### src/rtl/imm_ext_pipe.sv
// Registered immediate extender sitting between the D and E stages.
// An incoming immediate is widened according to its mode and then held in
// a two-entry skid buffer (main + skid registers). Because in_ready is
// registered, there is no combinational path from out_ready back to in_ready.
module imm_ext_pipe #(
    parameter int IMM_W  = 16,
    parameter int DATA_W = 32,
    parameter int TAG_W  = 32
) (
    input  logic              clk,
    input  logic              rst_n,
    input  logic              flush,
    input  logic              in_valid,
    output logic              in_ready,
    input  logic [IMM_W-1:0]  in_imm,
    input  logic [2:0]        in_mode,
    input  logic [TAG_W-1:0]  in_tag,
    output logic              out_valid,
    input  logic              out_ready,
    output logic [DATA_W-1:0] out_imm,
    output logic [TAG_W-1:0]  out_tag,
    output logic              out_err
);

    localparam int PAD_W = DATA_W - IMM_W;

    typedef enum logic [1:0] {
        S_EMPTY = 2'd0,
        S_ONE   = 2'd1,
        S_TWO   = 2'd2
    } state_t;

    state_t              r_state;
    state_t              w_state_nxt;
    logic                r_in_ready;

    logic [DATA_W-1:0]   r_main_imm;
    logic [TAG_W-1:0]    r_main_tag;
    logic                r_main_err;
    logic [DATA_W-1:0]   r_skid_imm;
    logic [TAG_W-1:0]    r_skid_tag;
    logic                r_skid_err;

    logic [DATA_W-1:0]   w_zero;
    logic [DATA_W-1:0]   w_sign;
    logic [DATA_W-1:0]   w_ext_imm;
    logic                w_ext_err;
    logic                w_acc;
    logic                w_pop;
    logic                w_load_main_new;
    logic                w_load_main_skid;
    logic                w_load_skid_new;

    assign w_zero = {{PAD_W{1'b0}}, in_imm};
    assign w_sign = {{PAD_W{in_imm[IMM_W-1]}}, in_imm};

    // Extend the incoming immediate according to its mode; modes 5-7 are illegal.
    always_comb begin
        // NOTE: every always_comb output gets a default first so no path can infer a latch.
        w_ext_imm = '0;
        w_ext_err = 1'b0;
        unique case (in_mode)
            3'd0:    w_ext_imm = w_zero;
            3'd1:    w_ext_imm = w_sign;
            3'd2:    w_ext_imm = {in_imm, {PAD_W{1'b0}}};
            3'd3:    w_ext_imm = w_sign << 2;
            3'd4:    w_ext_imm = w_zero << 2;
            default: w_ext_err = 1'b1;
        endcase
    end

    assign in_ready  = r_in_ready;
    assign out_valid = (r_state != S_EMPTY);
    assign w_acc     = in_valid & r_in_ready;
    assign w_pop     = out_valid & out_ready;

    // Next-state and register-load selection; flush overrides everything.
    always_comb begin
        w_state_nxt      = r_state;
        w_load_main_new  = 1'b0;
        w_load_main_skid = 1'b0;
        w_load_skid_new  = 1'b0;
        if (flush) begin
            w_state_nxt = S_EMPTY;
        end else begin
            case (r_state)
                S_EMPTY: begin
                    if (w_acc) begin
                        w_state_nxt     = S_ONE;
                        w_load_main_new = 1'b1;
                    end
                end
                S_ONE: begin
                    if (w_acc && w_pop) begin
                        w_load_main_new = 1'b1;
                    end else if (w_acc) begin
                        w_state_nxt     = S_TWO;
                        w_load_skid_new = 1'b1;
                    end else if (w_pop) begin
                        w_state_nxt     = S_EMPTY;
                    end
                end
                S_TWO: begin
                    if (w_pop) begin
                        w_state_nxt      = S_ONE;
                        w_load_main_skid = 1'b1;
                    end
                end
                default: w_state_nxt = S_EMPTY;
            endcase
        end
    end

    // State register and registered in_ready (low only while both slots are full).
    always_ff @(posedge clk or negedge rst_n) begin
        if (!rst_n) begin
            // NOTE: sequential state uses non-blocking assignments so every flop samples pre-edge values.
            r_state    <= S_EMPTY;
            r_in_ready <= 1'b1;
        end else begin
            r_state    <= w_state_nxt;
            r_in_ready <= (w_state_nxt != S_TWO);
        end
    end

    // Main and skid data registers; contents hold whenever no load is selected.
    always_ff @(posedge clk or negedge rst_n) begin
        if (!rst_n) begin
            // NOTE: the skid slot is cleared too, so outputs are all-zero out of reset and never X.
            r_main_imm <= '0;
            r_main_tag <= '0;
            r_main_err <= 1'b0;
            r_skid_imm <= '0;
            r_skid_tag <= '0;
            r_skid_err <= 1'b0;
        end else begin
            if (w_load_main_new) begin
                r_main_imm <= w_ext_imm;
                r_main_tag <= in_tag;
                r_main_err <= w_ext_err;
            end else if (w_load_main_skid) begin
                r_main_imm <= r_skid_imm;
                r_main_tag <= r_skid_tag;
                r_main_err <= r_skid_err;
            end
            if (w_load_skid_new) begin
                r_skid_imm <= w_ext_imm;
                r_skid_tag <= in_tag;
                r_skid_err <= w_ext_err;
            end
        end
    end

    assign out_imm = r_main_imm;
    assign out_tag = r_main_tag;
    assign out_err = r_main_err;

endmodule

### config.mk
export PLATFORM = sky130hd
export DESIGN_NAME = imm_ext_pipe
export DESIGN_NICKNAME = d
export VERILOG_FILES = /design/src/rtl/imm_ext_pipe.sv
export SDC_FILE = /design/constraint.sdc
export NUM_CORES = 1
export LEC_CHECK = 0
export ABC_AREA = 1
export CORE_ASPECT_RATIO = 1.4
export CORE_MARGIN = 1
export CORE_UTILIZATION = 35
export DETAILED_ROUTE_END_ITERATION = 10
export HOLD_SLACK_MARGIN = 0.05
export PLACE_DENSITY = 0.62
export SYNTH_ARGS = -nofsm -noshare
export SYNTH_HDL_FRONTEND = slang
export SYNTH_SLANG_ARGS = --single-unit
### constraint.sdc
create_clock -name clk -period 1.6 [get_ports clk]
set_clock_uncertainty 0.05 [all_clocks]
set_input_delay 0.16 -clock clk [delete_from_list [all_inputs] [get_ports clk]]
set_output_delay 0.16 -clock clk [all_outputs]
set_load 0.03 [all_outputs]
==> reports/qor.yml, run 1 <==
status: "complete, no violations"
gp_congestion: 0.8185
synth_edf_count: 0
clk_latency_ns: 0.41
worstPathRequired_ns: 1.39
fin_ws_ns: 0.06779
async_flop_share_pct: 100.0
final_cells: 1146
final_cell_mix: "nand2_1, dfrtp_1, nand3_1"
clock_power_share_pct: 36.7
finalCriticalPeriod_ns: 1.532
relSlewSlack_pct: 69.69
highest_layer: "met4"
avgSynthCellArea_um2: 7.962
synthCells: 768
power_switching_uw: 3103
final_hold_viol_count: 0
cts_tree: "built"
crit_fanout: 2
fin_util_pct: 48.92
gr-total-overflow: 0
grtUsageTotal_pct: 19.76
dp.cells: 1115
layout_commonest_cell: "nand2_1"
leakagePower_uw: 0.004349
dp_hpwl_um: 11150
final_max_slew_viol_count: 0
drc: 0
rsz0062_at_grt: "false"
ctsLongestPathBuffers: 2
netlist-cell-type-count: 23
vias: 5482
maxCapViolCount: 0
syn_to_final_growth_pct: 35.65
drt_iter0_drc: 336
crit_path_end_kind: "primary output"
max_freq_mhz: 652.7
path_cells: "dlygate4sd2_1"
dp_slack_ns: -0.06278
die_h_um: 158.4
grt_pass1_vias: 5470
power.density_nw_per_um2: 1248
postSynthRegisterBits: 133
syn_nets: 824
ant_nets: 0
drive_gt1_share_pct: 9.081
die_x_um: 113.7
wl_met3_um: 665
rr_startpoint: "in_ready"
worstSetupPathType: "flip-flop to primary output"
p_comb_share_pct: 21.1
h-tree-depth: 4
synthFlopType: "dfrtp_1"
antenna_cells: 0
drt_wl_total_um: 16390
wl_met1_um: 7155
r2r_cells: 7
syn_area_um2: 6115
p_int_uw: 7246
peakVddDrop_mv: 0.7225
dieArea_um2: 18010
portBuffers: 122
worst-path-buf-inv: 1
rows: 56
core_area_um2: 16960
vias_per_cell: 4.784
dr.pass1.iters: 4
critPathArrivalTime_ns: 1.32
io_pins: 123
power_frac_seq_pct: 42.2
nNetsFinal: 959
setup_viol: 0
grt_antenna_before_repair: 0
tightest_slew_ns: 0.4546
cpPeakStageDelay_ns: 0.52
grt_start_max_net_pins: 44
r2r_slack_ns: 0.12
yosys_warnings: 0
wl_per_cell_um: 14.30
cts_buffers: 17
r2r-end: "r_skid_imm[27]"
root_buffer: "clkbuf_16"
wl_met2_um: 8169
hold_path.class: "input port to asynchronous set/reset pin"
ys_seq_area_share_pct: 54.45
start_util_pct: 36.06
swShare_pct: 29.99
crit_family: "flip-flops"
numClockSinks: 133
final.period_utilization_pct: 95.76
grt_pass1_wl_um: 27590
crit_path_top_delay_cell: "dfstp_2"
post_cts_buffers: 0
clkSlewWorstSetupHoldPaths_ns: 0.06
cp-start-kind: "flip-flop"
worst max-delay path by stage:
stage	slack, ns	start	cells after the start	to
6_report	0.07	in_ready	1	in_ready
5_1_grt	0.02	in_ready	7	r_skid_imm[8]
4_1_cts	0.005	r_state[1]	3	out_valid
3_5_place_dp	-0.06	flush	8	out_imm[16]
3_3_place_gp	-0.07	flush	8	out_imm[16]
2_1_floorplan	0.13	in_ready	8	out_tag[0]
per-layer routing:
layer  vias up  global-route usage [%]
li1       2711                       -
met1      2599                   23.93
met4         0                   8.709
met5         -                       0
met2       145                   34.12
met3        27                   3.769
stage by stage:
step | power, µW | setup TNS (ns) | area (µm²) | hold slack, ns
2_1_floorplan | 5676 | 0 | 6115 | -0.1856
3_3_place_gp | 6790 | -0.8016 | 7799 | 0.08305
3_5_place_dp | 6823 | -2.034 | 7799 | 0.07459
4_1_cts | 10490 | 0 | 8294 | 0.1969
5_1_grt | 10900 | 0 | 8294 | 0.2230
6_report | 10350 | 0 | 8294 | 0.1952
layout make-up:
type	instances	area (µm²)
multi-input cells	574	2420
flip-flops and latches	133	3329
clock buffers	19	432.9
well taps	232	290.3
clock inverters	11	136.4
inverters	15	56.30
repair buffers	162	1629
fillers	1704	8662
flip-flops by register name, summed over array words and instances (netlist names):
signal,count
out_imm,32
out_tag,32
r_skid_imm,32
r_skid_tag,32
r_state,2
in_ready,1
out_err,1
r_skid_err,1
cell usage after synthesis, types with 2 or more instances:
master    instances  area, µm²
nand2_1         413       1550
dfrtp_1         132       3303
nand3_1         126      630.6
buf_4            20      150.1
nand4_1          16      100.1
buf_2            13      65.06
inv_1             9      33.78
buf_6             6      67.56
clkbuf_1          6      22.52
inv_2             6      22.52
nor2_1            5      18.77
nand3_2           2      20.02
nor2_4            2      22.52
nor3b_1           2      15.01
o21bai_1          2      15.01
power groups by stage:
stage / sequential (µW) / combinational (µW) / clock, µW
4_1_cts: 4370 / 2220 / 3900
3_3_place_gp: 4420 / 2370 / 0
3_5_place_dp: 4420 / 2410 / 0
6_report: 4370 / 2180 / 3800
2_1_floorplan: 4910 / 771 / 0
5_1_grt: 4450 / 2420 / 4030
kinds of logic after synthesis:
family          after synthesis  synth area share (%)
simple gates                569                 39.00
flops                       133                 54.45
compound gates                5                0.5729
buf+inv                      61                 5.975
what timing repair did:
action	in CTS	in global routing
setup endpoints to repair	67	2
endpoints found under the hold margin	133	0
hold buffers	1	0
resized for setup	67	3
Power figures use the tool's default switching activity.
==> inputs of run 2 (changes only) <==
SETUP_SLACK_MARGIN = 0.02   (was default)
==> reports/qor.yml, run 2 (synthesis results as in run 1) <==
status: "complete, no violations"
crit_family: "flip-flops"
total_power_uw: 10350  # about the same
worst-path-buf-inv: 1  # unchanged
setup_viol: 0  # unchanged
die_h_um: 158.4  # unchanged
root_buffer: "clkbuf_16"
cts_buffers: 17  # unchanged
vias_per_cell: 4.816  # +0.67%
grt_pass1_wl_um: 27590  # unchanged
grtUsageTotal_pct: 19.76  # unchanged
drt_wl_total_um: 16300  # -0.54%
antenna_cells: 0  # unchanged
start_util_pct: 36.06  # unchanged
multi_input_area_um2: 2420  # unchanged
numClockSinks: 133  # unchanged
max_freq_mhz: 652.4  # about the same
crit_path_end_kind: "primary output"
final_cells: 1146  # unchanged
portBuffers: 122  # unchanged
seq_area_um2: 3329  # unchanged
dp_hpwl_um: 11150  # unchanged
drc: 0  # unchanged
tightest_slew_ns: 0.4545  # -0.0001131 ns
nNetsFinal: 959  # unchanged
drt_iter0_drc: 362  # +7.7%
gp_congestion: 0.8185  # unchanged
crit_fanout: 2  # unchanged
maxCapViolCount: 0  # unchanged
rsz0062_at_grt: "true"
ctsLongestPathBuffers: 2  # unchanged
core_area_um2: 16960  # unchanged
crit_path_top_delay_cell: "dfstp_2"
vias: 5519  # +0.67%
wl_per_cell_um: 14.22  # -0.54%
final_max_slew_viol_count: 0  # unchanged
grt_pass1_vias: 5470  # unchanged
peakVddDrop_mv: 0.7227  # about the same
power.density_nw_per_um2: 1248  # about the same
grt_antenna_before_repair: 0  # unchanged
h-tree-depth: 4  # unchanged
die_x_um: 113.7  # unchanged
worstSetupPathType: "flip-flop to primary output"
cp-start-kind: "flip-flop"
path_cells: "dlygate4sd2_1"
drive_gt1_share_pct: 9.081  # unchanged
io_pins: 123  # unchanged
worstPathRequired_ns: 1.39  # about the same
fillers: 1704  # unchanged
rows: 56  # unchanged
cpPeakStageDelay_ns: 0.52  # about the same
grt_start_max_net_pins: 44  # unchanged
final.period_utilization_pct: 95.81  # about the same
leakagePower_uw: 0.004349  # unchanged
dp.cells: 1115  # unchanged
post_cts_buffers: 0  # unchanged
ant_nets: 0  # unchanged
relSlewSlack_pct: 69.70  # about the same
finalCriticalPeriod_ns: 1.533  # +0.0006965 ns
dr.pass1.iters: 5  # +1
final_hold_viol_count: 0  # unchanged
gr-total-overflow: 0  # unchanged
cts_tree: "built"
layout_commonest_cell: "nand2_1"
hold_path.class: "input port to asynchronous set/reset pin"
dieArea_um2: 18010  # unchanged
clkSlewWorstSetupHoldPaths_ns: 0.06  # about the same
critPathArrivalTime_ns: 1.32  # about the same
clk_latency_ns: 0.41  # about the same
syn_to_final_growth_pct: 35.65  # unchanged
final_cell_mix: "nand2_1, dfrtp_1, nand3_1"
==> run 2: timing repair <==
action,in CTS,in global routing
gates resized for setup,67,3
hold buffers,1,0
setup endpoints to repair,67,5
hold endpoints to repair,133,0
==> run 2: worst paths after layout <==
path,startpoint,to,slack [ns],cells after the start
setup / recovery,in_ready,in_ready,0.07,1
hold / removal,rst_n,r_skid_tag[14],0.19,2
setup reg to reg,in_ready,r_skid_tag[28],0.12,7
hold reg to reg,out_tag[3],out_tag[3],0.42,2
max in group asynchronous,rst_n,r_skid_imm[7],0.76,3
min in group clk,in_tag[13],r_skid_tag[13],0.26,3
==> run 2: area by class of cell <==
cell class              count  share of cell area (%)
clock buffers              19                   5.219
clock inverters            11                   1.644
inverters                  15                  0.6788
multi-input cells         574                   29.17
flip-flops and latches    133                   40.14
well taps                 232                   3.500
repair buffers            162                   19.64
==> run 2: where the power goes <==
part	leakage, µW	switching (µW)	internal [µW]
Clock	0.000282	1390	2410
Combinational	0.00235	1360	821
Sequential	0.00172	353	4010
Total	0.00435	3100	7250
==> run 2: layer usage <==
metal | up-vias | share of wire, % | track usage, %
met5 | - | 0 | 0
met4 | 0 | 2.5 | 8.709
met3 | 29 | 4.2 | 3.769
met2 | 143 | 50 | 34.12
met1 | 2638 | 43 | 23.93
li1 | 2709 | - | -
==> run 2: per-stage QoR <==
stage               hold WS (ns)  area, µm²  setup TNS, ns  setup WS [ns]  utilization, %
floorplan                -0.1856       6115              0         0.1304               -
global placement         0.08305       7799        -0.8016       -0.06777           45.99
detailed placement       0.07459       7799         -2.034       -0.06278           45.99
CTS                       0.1969       8294              0       0.005289           48.92
global route              0.2230       8294              0        0.01351           48.92
finish                    0.1950       8294              0        0.06709           48.92
==> inputs of run 3 (changes only) <==
CELL_PAD_IN_SITES_DETAIL_PLACEMENT = 0   (was default)
CELL_PAD_IN_SITES_GLOBAL_PLACEMENT = 1   (was default)
PLACE_DENSITY = 0.79   (was 0.62)
==> reports/qor.yml, run 3 (synthesis results as in run 1) <==
status: "complete, no violations"
hold_path.class: "input port to asynchronous set/reset pin"
crit_fanout: 2  # unchanged
placedInstanceArea_um2: 7781  # -0.22%
nNetsFinal: 957  # -0.21%
layout_commonest_cell: "nand2_1"
crit_path_top_delay_cell: "dfstp_2"
wl_per_cell_um: 14.99  # +5.4%
rsz0062_at_grt: "true"
worstPathRequired_ns: 1.39  # about the same
final_max_slew_viol_count: 0  # unchanged
peakVddDrop_mv: 0.5338  # -26%
cts_buffers: 17  # unchanged
leakagePower_uw: 0.004339  # -0.24%
power.density_nw_per_um2: 1246  # -0.13%
io_pins: 123  # unchanged
core_area_um2: 16960  # unchanged
vias: 5519  # unchanged
setup_viol: 0  # unchanged
vias_per_cell: 4.816  # unchanged
portBuffers: 122  # unchanged
path_cells: "clkdlybuf4s15_1"
fin_util_pct: 48.86  # -0.059 points
r2r_slack_ns: 0.11  # about the same
final_hold_viol_count: 0  # unchanged
worstSetupPathType: "flip-flop to primary output"
drive_gt1_share_pct: 9.300  # +0.22 points
dieArea_um2: 18010  # unchanged
grt_start_max_net_pins: 48  # +9.1%
drc: 0  # unchanged
crit_path_end_kind: "primary output"
die_h_um: 158.4  # unchanged
start_util_pct: 36.06  # unchanged
final_cell_mix: "nand2_1, dfrtp_1, nand3_1"
grt_antenna_before_repair: 0  # unchanged
root_buffer: "clkbuf_16"
fin_ws_ns: 0.06552  # -0.001573 ns
whs_ns: 0.1218  # -0.07318 ns
gr-total-overflow: 0  # unchanged
die_x_um: 113.7  # unchanged
dp_slack_ns: -0.1119  # -0.04910 ns
fin_area_um2: 8284  # -0.12%
dp_hpwl_um: 11180  # +0.29%
ant_nets: 0  # unchanged
clkSlewWorstSetupHoldPaths_ns: 0.06  # about the same
drt_wl_total_um: 17180  # +5.4%
ctsLongestPathBuffers: 2  # unchanged
cts_tree: "built"
drt_iter0_drc: 364  # +0.55%
dr.pass1.iters: 4  # -1
h-tree-depth: 4  # unchanged
gp_congestion: 0.7836  # -4.3%
relSlewSlack_pct: 71.53  # +1.8 points
tightest_slew_ns: 0.4260  # -0.02851 ns
antenna_cells: 0  # unchanged
critPathArrivalTime_ns: 1.32  # about the same
max_freq_mhz: 651.7  # -0.10%
clk_latency_ns: 0.42  # about the same
cpPeakStageDelay_ns: 0.52  # about the same
fillers: 1700  # -0.23%
final.period_utilization_pct: 95.91  # +0.098 points
numClockSinks: 133  # unchanged
grt_pass1_wl_um: 28080  # +1.8%
cp-start-kind: "flip-flop"
grtUsageTotal_pct: 20.23  # +0.47 points
crit_family: "flip-flops"
syn_to_final_growth_pct: 35.48
rows: 56  # unchanged
grt_pass1_vias: 5455  # -0.27%
finalCriticalPeriod_ns: 1.534  # +0.001573 ns
maxCapViolCount: 0  # unchanged
worst-path-buf-inv: 1  # unchanged
==> run 3: changes by cell type in the layout (fill, tap and decap cells not counted), sizes merged <==
| cell | change |
|---|---|
| dlygate4sd2 | -1 |
| bufinv | -3 |
| clkdlybuf4s15 | +1 |
| clkinvlp | +2 |
| inv | +8 |
| clkbuf | -2 |
| clkinv | -4 |
| buf | -1 |
==> run 3: metrics by stage <==
stage	cells	TNS, ns	power, µW
finish	1146	0	10320
global route	1146	0	10870
CTS	1146	0	10440
detailed placement	1113	-5.666	6824
global placement	1113	-4.424	6794
floorplan	768	0	5676
==> run 3: cell type report <==
class | instances | area [µm²] | area share, %
inverter | 15 | 56.30 | 0.6797
tap | 232 | 290.3 | 3.504
sequential | 133 | 3329 | 40.19
multi-input combinational | 574 | 2420 | 29.21
timing repair buffer | 160 | 1618 | 19.53
clock buffer | 18 | 439.2 | 5.301
clock inverter | 14 | 131.4 | 1.586
==> run 3: final timing paths <==
path,startpoint,end,cells past startpoint
worst min register to register,out_tag[31],out_tag[31],2
max in group asynchronous,rst_n,in_ready,3
worst max-delay path,in_ready,in_ready,1
min in group clk,in_tag[28],r_skid_tag[28],3
worst min-delay path,rst_n,out_imm[8],2
worst max register to register,in_ready,out_tag[20],8
==> run 3: what timing repair did <==
action,CTS,global route
hold buffers,1,0
resized for setup,66,2
setup buffers,0,0
endpoints found under the setup margin,66,23
hold endpoints to repair,132,0
==> run 3: worst reg2reg max path, stage by stage (launching register included) <==
cell and delay [ns]:
dfstp_2 0.52, nand2_1 0.07, inv_1 0.10, nand3_2 0.14
nand2_1 0.11, inv_2 0.06, buf_4 0.17, nand2_1 0.07
nand3_1 0.07
==> run 3: where the power goes <==
part	internal, µW	switching, µW
combinational	822	1360
sequential	4010	354
clock	2100	1680
==> run 3: routing by layer <==
metal | up-vias | part of all wire, % | GRT usage [%]
met2 | 124 | 49 | 33.62
met3 | 22 | 3.6 | 3.045
li1 | 2715 | - | -
met5 | - | 0 | 0
met4 | 0 | 2.2 | 8.835
met1 | 2658 | 46 | 26.16
